==> config.mk <==
export PLATFORM = sky130hd
export DESIGN_NAME = fifo_umbral
export DESIGN_NICKNAME = d
export VERILOG_FILES = /design/src/rtl/fifo_umbral_pkg.sv /design/src/rtl/fifo_mem.sv /design/src/rtl/fifo_umbral.sv
export SDC_FILE = /design/constraint.sdc
export NUM_CORES = 1
export LEC_CHECK = 0
export ABC_AREA = 1
export CELL_PAD_IN_SITES_DETAIL_PLACEMENT = 2
export CELL_PAD_IN_SITES_GLOBAL_PLACEMENT = 2
export CORE_UTILIZATION = 39
export CTS_CLUSTER_DIAMETER = 50
export DETAILED_ROUTE_END_ITERATION = 8
export PLACE_DENSITY_LB_ADDON = 0.3
export SYNTH_ARGS = -nofsm -noshare
export SYNTH_HDL_FRONTEND = slang
export SYNTH_SLANG_ARGS = --single-unit
==> constraint.sdc <==
create_clock -name clk -period 7.7 [get_ports clk]
set_input_delay 1.925 -clock clk [delete_from_list [all_inputs] [get_ports clk]]
set_output_delay 1.925 -clock clk [all_outputs]
set_load 0.1 [all_outputs]
==> src/rtl/fifo_umbral_pkg.sv <==
// Shared sizing constants and threshold defaults for the fifo_umbral FIFO.
package fifo_umbral_pkg;

  localparam int unsigned DATA_W_DEFAULT = 6;
  localparam int unsigned ADDR_W_DEFAULT = 3;

  function automatic int unsigned depth_of(input int unsigned addr_w);
    return 32'd1 << addr_w;
  endfunction

  function automatic int unsigned cnt_width(input int unsigned addr_w);
    return addr_w + 32'd1;
  endfunction

  function automatic int unsigned af_default(input int unsigned addr_w);
    return depth_of(addr_w) - 32'd1;
  endfunction

  localparam int unsigned DEPTH      = depth_of(ADDR_W_DEFAULT);
  localparam int unsigned PTR_W      = ADDR_W_DEFAULT;
  localparam int unsigned CNT_W      = cnt_width(ADDR_W_DEFAULT);
  localparam int unsigned AF_DEFAULT = af_default(ADDR_W_DEFAULT);
  localparam int unsigned AE_DEFAULT = 1;

endpackage

==> src/rtl/fifo_mem.sv <==
// DEPTH x DATA_W register array: synchronous write port, registered read port.
module fifo_mem
  import fifo_umbral_pkg::*;
#(
  parameter int unsigned DATA_W = DATA_W_DEFAULT,
  parameter int unsigned ADDR_W = ADDR_W_DEFAULT
) (
  input  logic              clk,
  input  logic              reset,
  input  logic              we,
  input  logic [ADDR_W-1:0] waddr,
  input  logic [DATA_W-1:0] wdata,
  input  logic              re,
  input  logic [ADDR_W-1:0] raddr,
  output logic [DATA_W-1:0] rdata
);

  localparam int unsigned ENTRIES = depth_of(ADDR_W);

  logic [DATA_W-1:0] mem [ENTRIES];

  // Storage is intentionally not reset.
  always_ff @(posedge clk) begin
    if (we) begin
      mem[waddr] <= wdata;
    end
  end

  // Reads see the pre-edge contents, so a same-address write on a full FIFO
  // still returns the oldest word.
  always_ff @(posedge clk) begin
    if (!reset) begin
      rdata <= '0;
    end else if (re) begin
      rdata <= mem[raddr];
    end
  end

endmodule

==> src/rtl/fifo_umbral.sv <==
// Synchronous FIFO with programmable almost-full/almost-empty thresholds.
// Define FIFO_OCCUPANCY_EN to expose the registered count on port occupancy.
module fifo_umbral
  import fifo_umbral_pkg::*;
#(
  parameter int unsigned DATA_W = DATA_W_DEFAULT,
  parameter int unsigned ADDR_W = ADDR_W_DEFAULT
) (
  input  logic              clk,
  input  logic              reset,
  input  logic              init,
  input  logic [ADDR_W:0]   umbral_af,
  input  logic [ADDR_W:0]   umbral_ae,
  input  logic              push,
  input  logic [DATA_W-1:0] data_in,
  input  logic              pop,
  output logic [DATA_W-1:0] data_out,
  output logic              data_valid,
  output logic              fifo_full,
  output logic              fifo_empty,
  output logic              almost_full,
  output logic              almost_empty,
  output logic              fifo_write,
  output logic              fifo_read,
  output logic              error
`ifdef FIFO_OCCUPANCY_EN
  ,
  output logic [ADDR_W:0]   occupancy
`endif
);

  localparam int unsigned ENTRIES = depth_of(ADDR_W);
  localparam int unsigned CW      = cnt_width(ADDR_W);

  logic [ADDR_W-1:0] wr_ptr;
  logic [ADDR_W-1:0] rd_ptr;
  logic [CW-1:0]     count;
  logic [CW-1:0]     count_nxt;
  logic [CW-1:0]     af_q;
  logic [CW-1:0]     ae_q;
  logic              full_c;
  logic              empty_c;
  logic              push_ok_c;
  logic              pop_ok_c;
  logic              err_c;

  // Acceptance and next occupancy, all from pre-edge state.
  always_comb begin
    empty_c   = (count == '0);
    full_c    = (count == CW'(ENTRIES));
    pop_ok_c  = pop & ~empty_c;
    push_ok_c = push & (~full_c | pop_ok_c);
    err_c     = (push & ~push_ok_c) | (pop & empty_c);
    count_nxt = count;
    case ({push_ok_c, pop_ok_c})
      2'b10:   count_nxt = count + CW'(1);
      2'b01:   count_nxt = count - CW'(1);
      default: count_nxt = count;
    endcase
  end

  always_ff @(posedge clk) begin
    if (!reset) begin
      wr_ptr <= '0;
      rd_ptr <= '0;
      count  <= '0;
    end else begin
      if (push_ok_c) begin
        wr_ptr <= wr_ptr + ADDR_W'(1);
      end
      if (pop_ok_c) begin
        rd_ptr <= rd_ptr + ADDR_W'(1);
      end
      count <= count_nxt;
    end
  end

  // Newly loaded thresholds only influence flags from the following edge.
  always_ff @(posedge clk) begin
    if (!reset) begin
      af_q <= CW'(af_default(ADDR_W));
      ae_q <= CW'(AE_DEFAULT);
    end else if (init) begin
      af_q <= umbral_af;
      ae_q <= umbral_ae;
    end
  end

  // Status flags reflect post-operation occupancy.
  always_ff @(posedge clk) begin
    if (!reset) begin
      fifo_full    <= 1'b0;
      fifo_empty   <= 1'b1;
      almost_full  <= 1'b0;
      almost_empty <= 1'b1;
      fifo_write   <= 1'b0;
      fifo_read    <= 1'b0;
      data_valid   <= 1'b0;
      error        <= 1'b0;
    end else begin
      fifo_full    <= (count_nxt == CW'(ENTRIES));
      fifo_empty   <= (count_nxt == '0);
      almost_full  <= (count_nxt >= af_q);
      almost_empty <= (count_nxt <= ae_q);
      fifo_write   <= push_ok_c;
      fifo_read    <= pop_ok_c;
      data_valid   <= pop_ok_c;
      error        <= error | err_c;
    end
  end

  fifo_mem #(
    .DATA_W (DATA_W),
    .ADDR_W (ADDR_W)
  ) u_mem (
    .clk   (clk),
    .reset (reset),
    .we    (push_ok_c),
    .waddr (wr_ptr),
    .wdata (data_in),
    .re    (pop_ok_c),
    .raddr (rd_ptr),
    .rdata (data_out)
  );

`ifdef FIFO_OCCUPANCY_EN
  assign occupancy = count;
`endif

endmodule

==> results of run 1 <==
-- layout make-up --
type | instances | area [um2] | share of cell area (%)
clock buffer | 9 | 124 | 3.13
clock inverter | 7 | 70.1 | 1.77
inverter | 33 | 124 | 3.13
multi-input combinational | 199 | 1120 | 28.4
sequential | 79 | 2060 | 52.1
tap | 105 | 131 | 3.32
timing repair buffer | 32 | 320 | 8.10
-- flip-flops by register name, indices dropped and copies added (netlist names), 3 cells and up --
register     cells
u_mem.mem       48
u_mem.rdata      6
ae_q             4
af_q             4
count            4
rd_ptr           3
wr_ptr           3
-- power groups by stage --
stage               Clock [uW]  Sequential (uW)  Combinational [uW]
finish                     320              564                 693
global route               338              572                 744
CTS                        322              564                 698
detailed placement           0              571                 681
global placement             0              568                 645
floorplan                    0              730                 334
-- worst register-to-register path, stage by stage (launching register included) --
cell and delay [ps]:
dfxtp_1 390, nor2_4 190, nand2_2 110, nand3b_4 140, inv_1 110, ha_1 350
a21oi_1 200, nand2_1 90, nand2_1 90, nand2_1 60, nand2_1 70, nand3_2 80
nand2_2 110, inv_2 60, ha_1 320, inv_1 50, o21bai_1 130, inv_1 50
nand2_1 50, nand2_1 50
-- cell usage in the layout (no fill, tap or decap), types with 4 or more instances in the layout --
cell and n:
edfxtp_1 48, nor2_1 44, o21ai_0 35, nand2_1 33, clkdlybuf4s50_1 32, dfxtp_1 31
inv_1 29, a21oi_1 19, nand3_1 17, ha_1 9, clkbuf_8 9, o22ai_1 6
o221ai_1 6, o211ai_1 6, nand3_2 4
-- layer usage --
layer / track usage, % / vias to the layer above / wire length [um]
li1: - / 1181 / -
met1: 31.3 / 1265 / 4470
met2: 38.0 / 43 / 4680
met3: 3.22 / 10 / 244
met4: 8.21 / 0 / 138
met5: 0 / - / 0
-- cells in the mapped netlist (3+ instances only) --
| cell type | count |
|---|---|
| ha_1 | 9 |
| o21ai_0 | 35 |
| edfxtp_1 | 48 |
| dfxtp_1 | 31 |
| a21oi_1 | 19 |
| clkbuf_1 | 8 |
| o221ai_1 | 6 |
| inv_1 | 29 |
| buf_2 | 3 |
| o211ai_1 | 6 |
| nand3_2 | 4 |
| nand2_1 | 33 |
| nand2_2 | 3 |
| nand3_1 | 17 |
| inv_2 | 3 |
| o22ai_1 | 6 |
| nor2_1 | 44 |
-- worst max path at each step --
stage	cells after the start	endpoint	startpoint	slack (ps)
floorplan	17	almost_empty$_SDFF_PN1_	push	3930
global placement	18	almost_empty$_SDFF_PN1_	push	3180
detailed placement	18	almost_empty$_SDFF_PN1_	push	2980
CTS	18	almost_empty$_SDFF_PN1_	push	3300
global route	18	almost_empty$_SDFF_PN1_	push	3080
finish	18	almost_empty$_SDFF_PN1_	push	3310
-- metrics by stage --
| stage | std cells | total power (uW) |
|---|---|---|
| 2_1_floorplan | 323 | 1060 |
| 3_3_place_gp | 448 | 1210 |
| 3_5_place_dp | 448 | 1250 |
| 4_1_cts | 464 | 1580 |
| 5_1_grt | 464 | 1650 |
| 6_report | 464 | 1580 |
-- logic make-up (layout without fill, tap and decap cells) --
family          after synthesis  in the layout  synth area share, %
flops                        79             79                 61.3
xor+xnor                      2              2                0.521
buf+inv                      45             81                 5.25
fa+ha+maj                    10             10                 3.94
simple gates                108            108                 15.5
compound gates               79             79                 13.5
==> metrics.md, run 1 <==
| Metric | Value |
|---|---|
| RePlAce Congestion | 0.727 |
| Clock share of power | 20.3% |
| Fillers | 859 |
| Crit path required time | 7950 ps |
| Post-synth ARST share | 0% |
| CP max FO | 6 |
| Hold Crit Start | u_mem.rdata[1]$_SDFFE_PN0N_ |
| Share of cells above drive strength 1 | 8.91% |
| Most used DFF post-synth | edfxtp_1 |
| Number of CTS-inserted buffers | 9 |
| Hold worst-path end | u_mem.rdata[1]$_SDFFE_PN0N_ |
| Ys Warns | 0 |
| Worst slew pin tran | 1010 ps |
| Chip width | 94.9 um |
| Initial antenna violation count | 0 |
| Seq cells post-synth | 79 |
| Post-CTS Setup Repair Bufs | 0 |
| Sequential area share after synthesis | 61.3% |
| Status | finished, final reports clean |
| CTS tree | yes |
| Switching Share | 46.5% |
| Crit path buffers/inverters | 5 |
| Vias in the first global route | 2,707 |
| Crit path DAT | 4630 ps |
| Cell area after layout | 0.00396 mm2 |
| Row count | 33 |
| CP top delay family | buffers and inverters |
| Clock transition at path regs | 90 ps |
| LEAKAGE | 0.00149 uW |
| Largest net degree at the start of global routing | 27 |
| Vias | 2,499 |
| Gr usage total | 23.2% |
| Finish-stage setup viols | 0 |
| Number of synthesized flops with an enable pin | 48 |
| Final Hold Fails | 0 |
| Drt wl/cell | 20.5 um |
| Top cells by area, synth | edfxtp_1, dfxtp_1, o21ai_0 |
| Final clock skew | 11.9 ps |
| Reg2Reg Launch Point | count[0]$_SDFF_PN0_ |
| Nets | 383 |
| RSZ-0062 raised after global routing | false |
| Worst setup EP type | register |
| ANT cells | 0 |
| Slowest library cell on the worst path | clkdlybuf4s50_1 |
| Syn Area/Cell | 10.4 um2 |
| Clock Latency Late Sink | 360 ps |
| Post-synth top area share | 42.9% |
| ANT nets after route | 0 |
| CP max stage delay | 600 ps |
| Chip height | 94.9 um |
| Hold path cells | 2 |
| Post-detail-place hpwl | 6.48 mm |
| Crit-path most repeated cell | nand2_1 |
| Slew margin rel. | 32.8% |
| Fmax | 228 MHz |
| Post-synthesis cell area | 0.00336 mm2 |
| DRC | 0 |
| Worst setup margin | 3310 ps |
| Max VDD drop | 0.136 mV |
| Cell taking the most area after synthesis | edfxtp_1 |
| Hold Path Class | register to register |
| Starting Density | 40.5% |
| Comb power frac | 44.0% |
| Post_cts resized | 0 |
| Post-Syn Nets | 352 |
| Die Area | 0.00900 mm2 |
| Tcrit/Tclk final | 57.0% |
| Reg power frac | 35.8% |
| Pwr dens | 398 mW/mm2 |
| Worst r2r path cells | 19 |
| Fin crit period | 4390 ps |
| CP Cell Sequence | clkdlybuf4s50_1, nand3b_4, inv_1, ha_1, a21oi_1, nand2_1, nand2_1, nand2_1, nand2_1, nand3_2, nand2_2, inv_2, ha_1, inv_1, o21bai_1, inv_1, nand2_1, nand2_1 |
| DR vias/cell | 5.39 |
| Clk sink count | 79 |
| # hold bufs at CTS | 0 |
| First DRT Iteration DRCs | 100 |
| Reg2Reg Capture Point | almost_empty$_SDFF_PN1_ |
| Top-level port count | 33 |
| First-pass GRT wire length | 15.1 mm |
| Unique cell type count in the Yosys netlist | 32 |
| Syn Inst Count | 323 |
| Max Root-Sink Buffers | 2 |
| Net Switching | 733 uW |
| CTS root buf | clkbuf_8 |
| MaxCap Viol Count | 0 |
| Area of placed instances | 0.00376 mm2 |
| Htree depth | 3 |
| CP Launch Type | input port |
| Pre-CTS setup slack | 2980 ps |
| # port buffers | 32 |
| Area grow syn2layout | 17.6% |
| Core area | 0.00830 mm2 |
| Max Slew Vio Count | 0 |
| Total gr overflow | 0 |
| Reg-to-reg slack, setup | 4890 ps |
| Worst Hold Slack | 473 ps |
| Fin Setup TNS | 0 ps |
| Internal power | 843 uW |
| First-pass DRT Iterations | 4 |
| Final WL | 9.53 mm |
| Finished Core Util | 47.7% |
| Worst setup path class | input port to register |
No activity file was read; power rests on OpenSTA's default activity.
==> run 2, diff against run 1 <==
Settings changed: CORE_UTILIZATION 39 to 33.
Clock period 7.7 ns to 3.6 ns, I/O delays scaled along.
==> metrics.md, run 2 (synthesis results as in run 1) <==
| Metric | Value |
|---|---|
| Status | finished, final reports clean |
| Starting Density | 34.3% (-6.3 points) |
| Max Root-Sink Buffers | 2 (unchanged) |
| ANT nets after route | 0 (unchanged) |
| Worst slew pin tran | 978 ps (-27.8 ps) |
| Largest net degree at the start of global routing | 27 (unchanged) |
| Crit path required time | 3860 ps (-4090 ps) |
| LEAKAGE | 0.00154 uW (+3.6%) |
| RePlAce Congestion | 0.716 (-1.5%) |
| # port buffers | 32 (unchanged) |
| Max reg flops | 48 (unchanged) |
| Initial antenna violation count | 0 (unchanged) |
| First-pass GRT wire length | 14.2 mm (-6.3%) |
| Top-level port count | 33 (unchanged) |
| Nets | 389 (+1.6%) |
| Top flop regs | u_mem.mem: 48 flops, u_mem.rdata: 6 flops |
| Hold path cells | 2 (unchanged) |
| Area of the multi-input gates | 0.00112 mm2 (unchanged) |
| Fillers | 1,081 (+26%) |
| Chip height | 103 um (+8.5%) |
| Hold Path Class | register to register |
| Row count | 36 (+9.1%) |
| Storage cell area | 0.00206 mm2 (unchanged) |
| Share of cells above drive strength 1 | 12.9% (+4.0 points) |
| Most frequent cells in the layout | edfxtp_1, nor2_1, o21ai_0 |
| Clock Latency Late Sink | 360 ps (about the same) |
| Clk sink count | 79 (unchanged) |
| Worst r2r path cells | 19 (unchanged) |
| Max VDD drop | 0.341 mV (+150%) |
| Area grow syn2layout | 20.0% |
| Pwr dens | 832 mW/mm2 (+110%) |
| Final Hold Fails | 0 (unchanged) |
| CP Cell Sequence | clkdlybuf4s50_1, nand3b_4, inv_1, ha_1, a21oi_1, nand2_1, nand2_1, nand2_1, nand2_1, nand3_2, nand2_2, inv_2, ha_1, inv_1, o21bai_1, inv_1, nand2_1, nand2_1 |
| Final clock skew | 10.1 ps (-1.87 ps) |
| Slew margin rel. | 34.6% (+1.9 points) |
| Vias in the first global route | 2,719 (+0.44%) |
| RSZ-0062 raised after global routing | false |
| Finish-stage setup viols | 0 (unchanged) |
| DRC | 0 (unchanged) |
| Htree depth | 3 (unchanged) |
| Drt wl/cell | 17.2 um (-16%) |
| CP max stage delay | 630 ps (+30 ps) |
| Number of CTS-inserted buffers | 9 (unchanged) |
| Post_cts resized | 0 (unchanged) |
| Most common cell after layout, fill and taps aside | edfxtp_1 |
| First-pass DRT Iterations | 4 (unchanged) |
| Total gr overflow | 0 (unchanged) |
| Max Slew Vio Count | 0 (unchanged) |
| Post-CTS Setup Repair Bufs | 0 (unchanged) |
| Worst setup EP type | register |
| ANT cells | 0 (unchanged) |
| CTS root buf | clkbuf_8 |
| Crit-path most repeated cell | nand2_1 |
| DR vias/cell | 4.97 (-7.6%) |
| Chip width | 103 um (+8.5%) |
| Hold Crit Start | u_mem.rdata[3]$_SDFFE_PN0N_ |
| CP Launch Type | input port |
| Fin crit period | 3200 ps |
| Vias | 2,477 (-0.88%) |
| Finished Core Util | 41.1% (-6.6 points) |
| Die Area | 0.0106 mm2 (+18%) |
| Cell area after layout | 0.00404 mm2 (+2.0%) |
| Fin Setup TNS | 0 ps (unchanged) |
| First DRT Iteration DRCs | 102 (+2.0%) |
| CTS tree | yes |
| Post-detail-place hpwl | 6.14 mm (-5.3%) |
| Clock transition at path regs | 90 ps (about the same) |
| Reg2Reg Launch Point | count[2]$_SDFF_PN0_ |
| MaxCap Viol Count | 0 (unchanged) |
| Crit path DAT | 3460 ps (-1170 ps) |
| # hold bufs at CTS | 0 (unchanged) |
| Gr usage total | 18.3% (-4.9 points) |
| Crit path buffers/inverters | 5 (unchanged) |
| Slowest library cell on the worst path | clkdlybuf4s50_1 |
| Tcrit/Tclk final | 88.9% |
| CP top delay family | buffers and inverters |
| Reg with most FFs | u_mem.mem |
| Reg-to-reg slack, setup | 900 ps (-3990 ps) |
| Final WL | 8.57 mm (-10%) |
| Fmax | 312 MHz |
| Core area | 0.00982 mm2 (+18%) |
| CP max FO | 4 (-2) |
| Worst setup path class | input port to register |
| Hold worst-path end | u_mem.rdata[3]$_SDFFE_PN0N_ |
| Reg2Reg Capture Point | almost_empty$_SDFF_PN1_ |
| Area of placed instances | 0.00382 mm2 (+1.7%) |
-- run 2: cell types whose count changed in the layout (fill, tap and decap cells not counted) --
cell / delta
buf_4: +13
clkdlybuf4s50_1: -7
clkinv_1: -2
inv_8: +2
clkinv_4: +1
clkinvlp_4: -1
-- run 2: how the worst max path moves through the flow --
stage / startpoint / slack (ps) / to / depth (start not counted)
finish: pop / 400 / almost_empty$_SDFF_PN1_ / 18
global route: pop / 150 / almost_empty$_SDFF_PN1_ / 18
CTS: pop / 400 / almost_empty$_SDFF_PN1_ / 18
detailed placement: pop / 4 / almost_empty$_SDFF_PN1_ / 18
global placement: pop / 250 / almost_empty$_SDFF_PN1_ / 18
floorplan: push / 860 / almost_empty$_SDFF_PN1_ / 17
-- run 2: power breakdown --
group	internal, uW	leakage (uW)	switching, uW	total [uW]
clock network	336	0.000104	373	709
logic	408	0.000747	1070	1480
registers	1080	0.000692	90.3	1170
-- run 2: layout make-up --
class | count | area share, %
flip-flops and latches | 79 | 51.1
multi-input cells | 199 | 27.9
repair buffers | 38 | 8.62
well taps | 133 | 4.12
clock buffers | 9 | 3.07
inverters | 33 | 3.07
clock inverters | 7 | 2.14
-- run 2: worst min-delay path: cells and delay by family (launching register included) --
family,cells,cell delay (ps)
flip-flops,1,320
AND/OR/NAND/NOR,1,60
AO/OA/AOI/OAI,1,50
-- run 2: routing by layer --
metal / vias to the layer above / routed length [um] / global-route usage, %
met5: - / 0 / 0
met4: 0 / 122 / 6.72
met3: 11 / 194 / 3.05
li1: 1197 / - / -
met2: 33 / 4440 / 32.8
met1: 1236 / 3810 / 22.0
-- run 2: through the flow --
| step | instances | setup slack [ps] | power [uW] | hold slack, ps |
|---|---|---|---|---|
| floorplan | 323 | 857 | 2280 | 435 |
| global placement | 482 | 249 | 2610 | 452 |
| detailed placement | 482 | 4.07 | 2670 | 467 |
| CTS | 498 | 395 | 3400 | 482 |
| global route | 498 | 154 | 3570 | 500 |
| finish | 498 | 399 | 3360 | 474 |
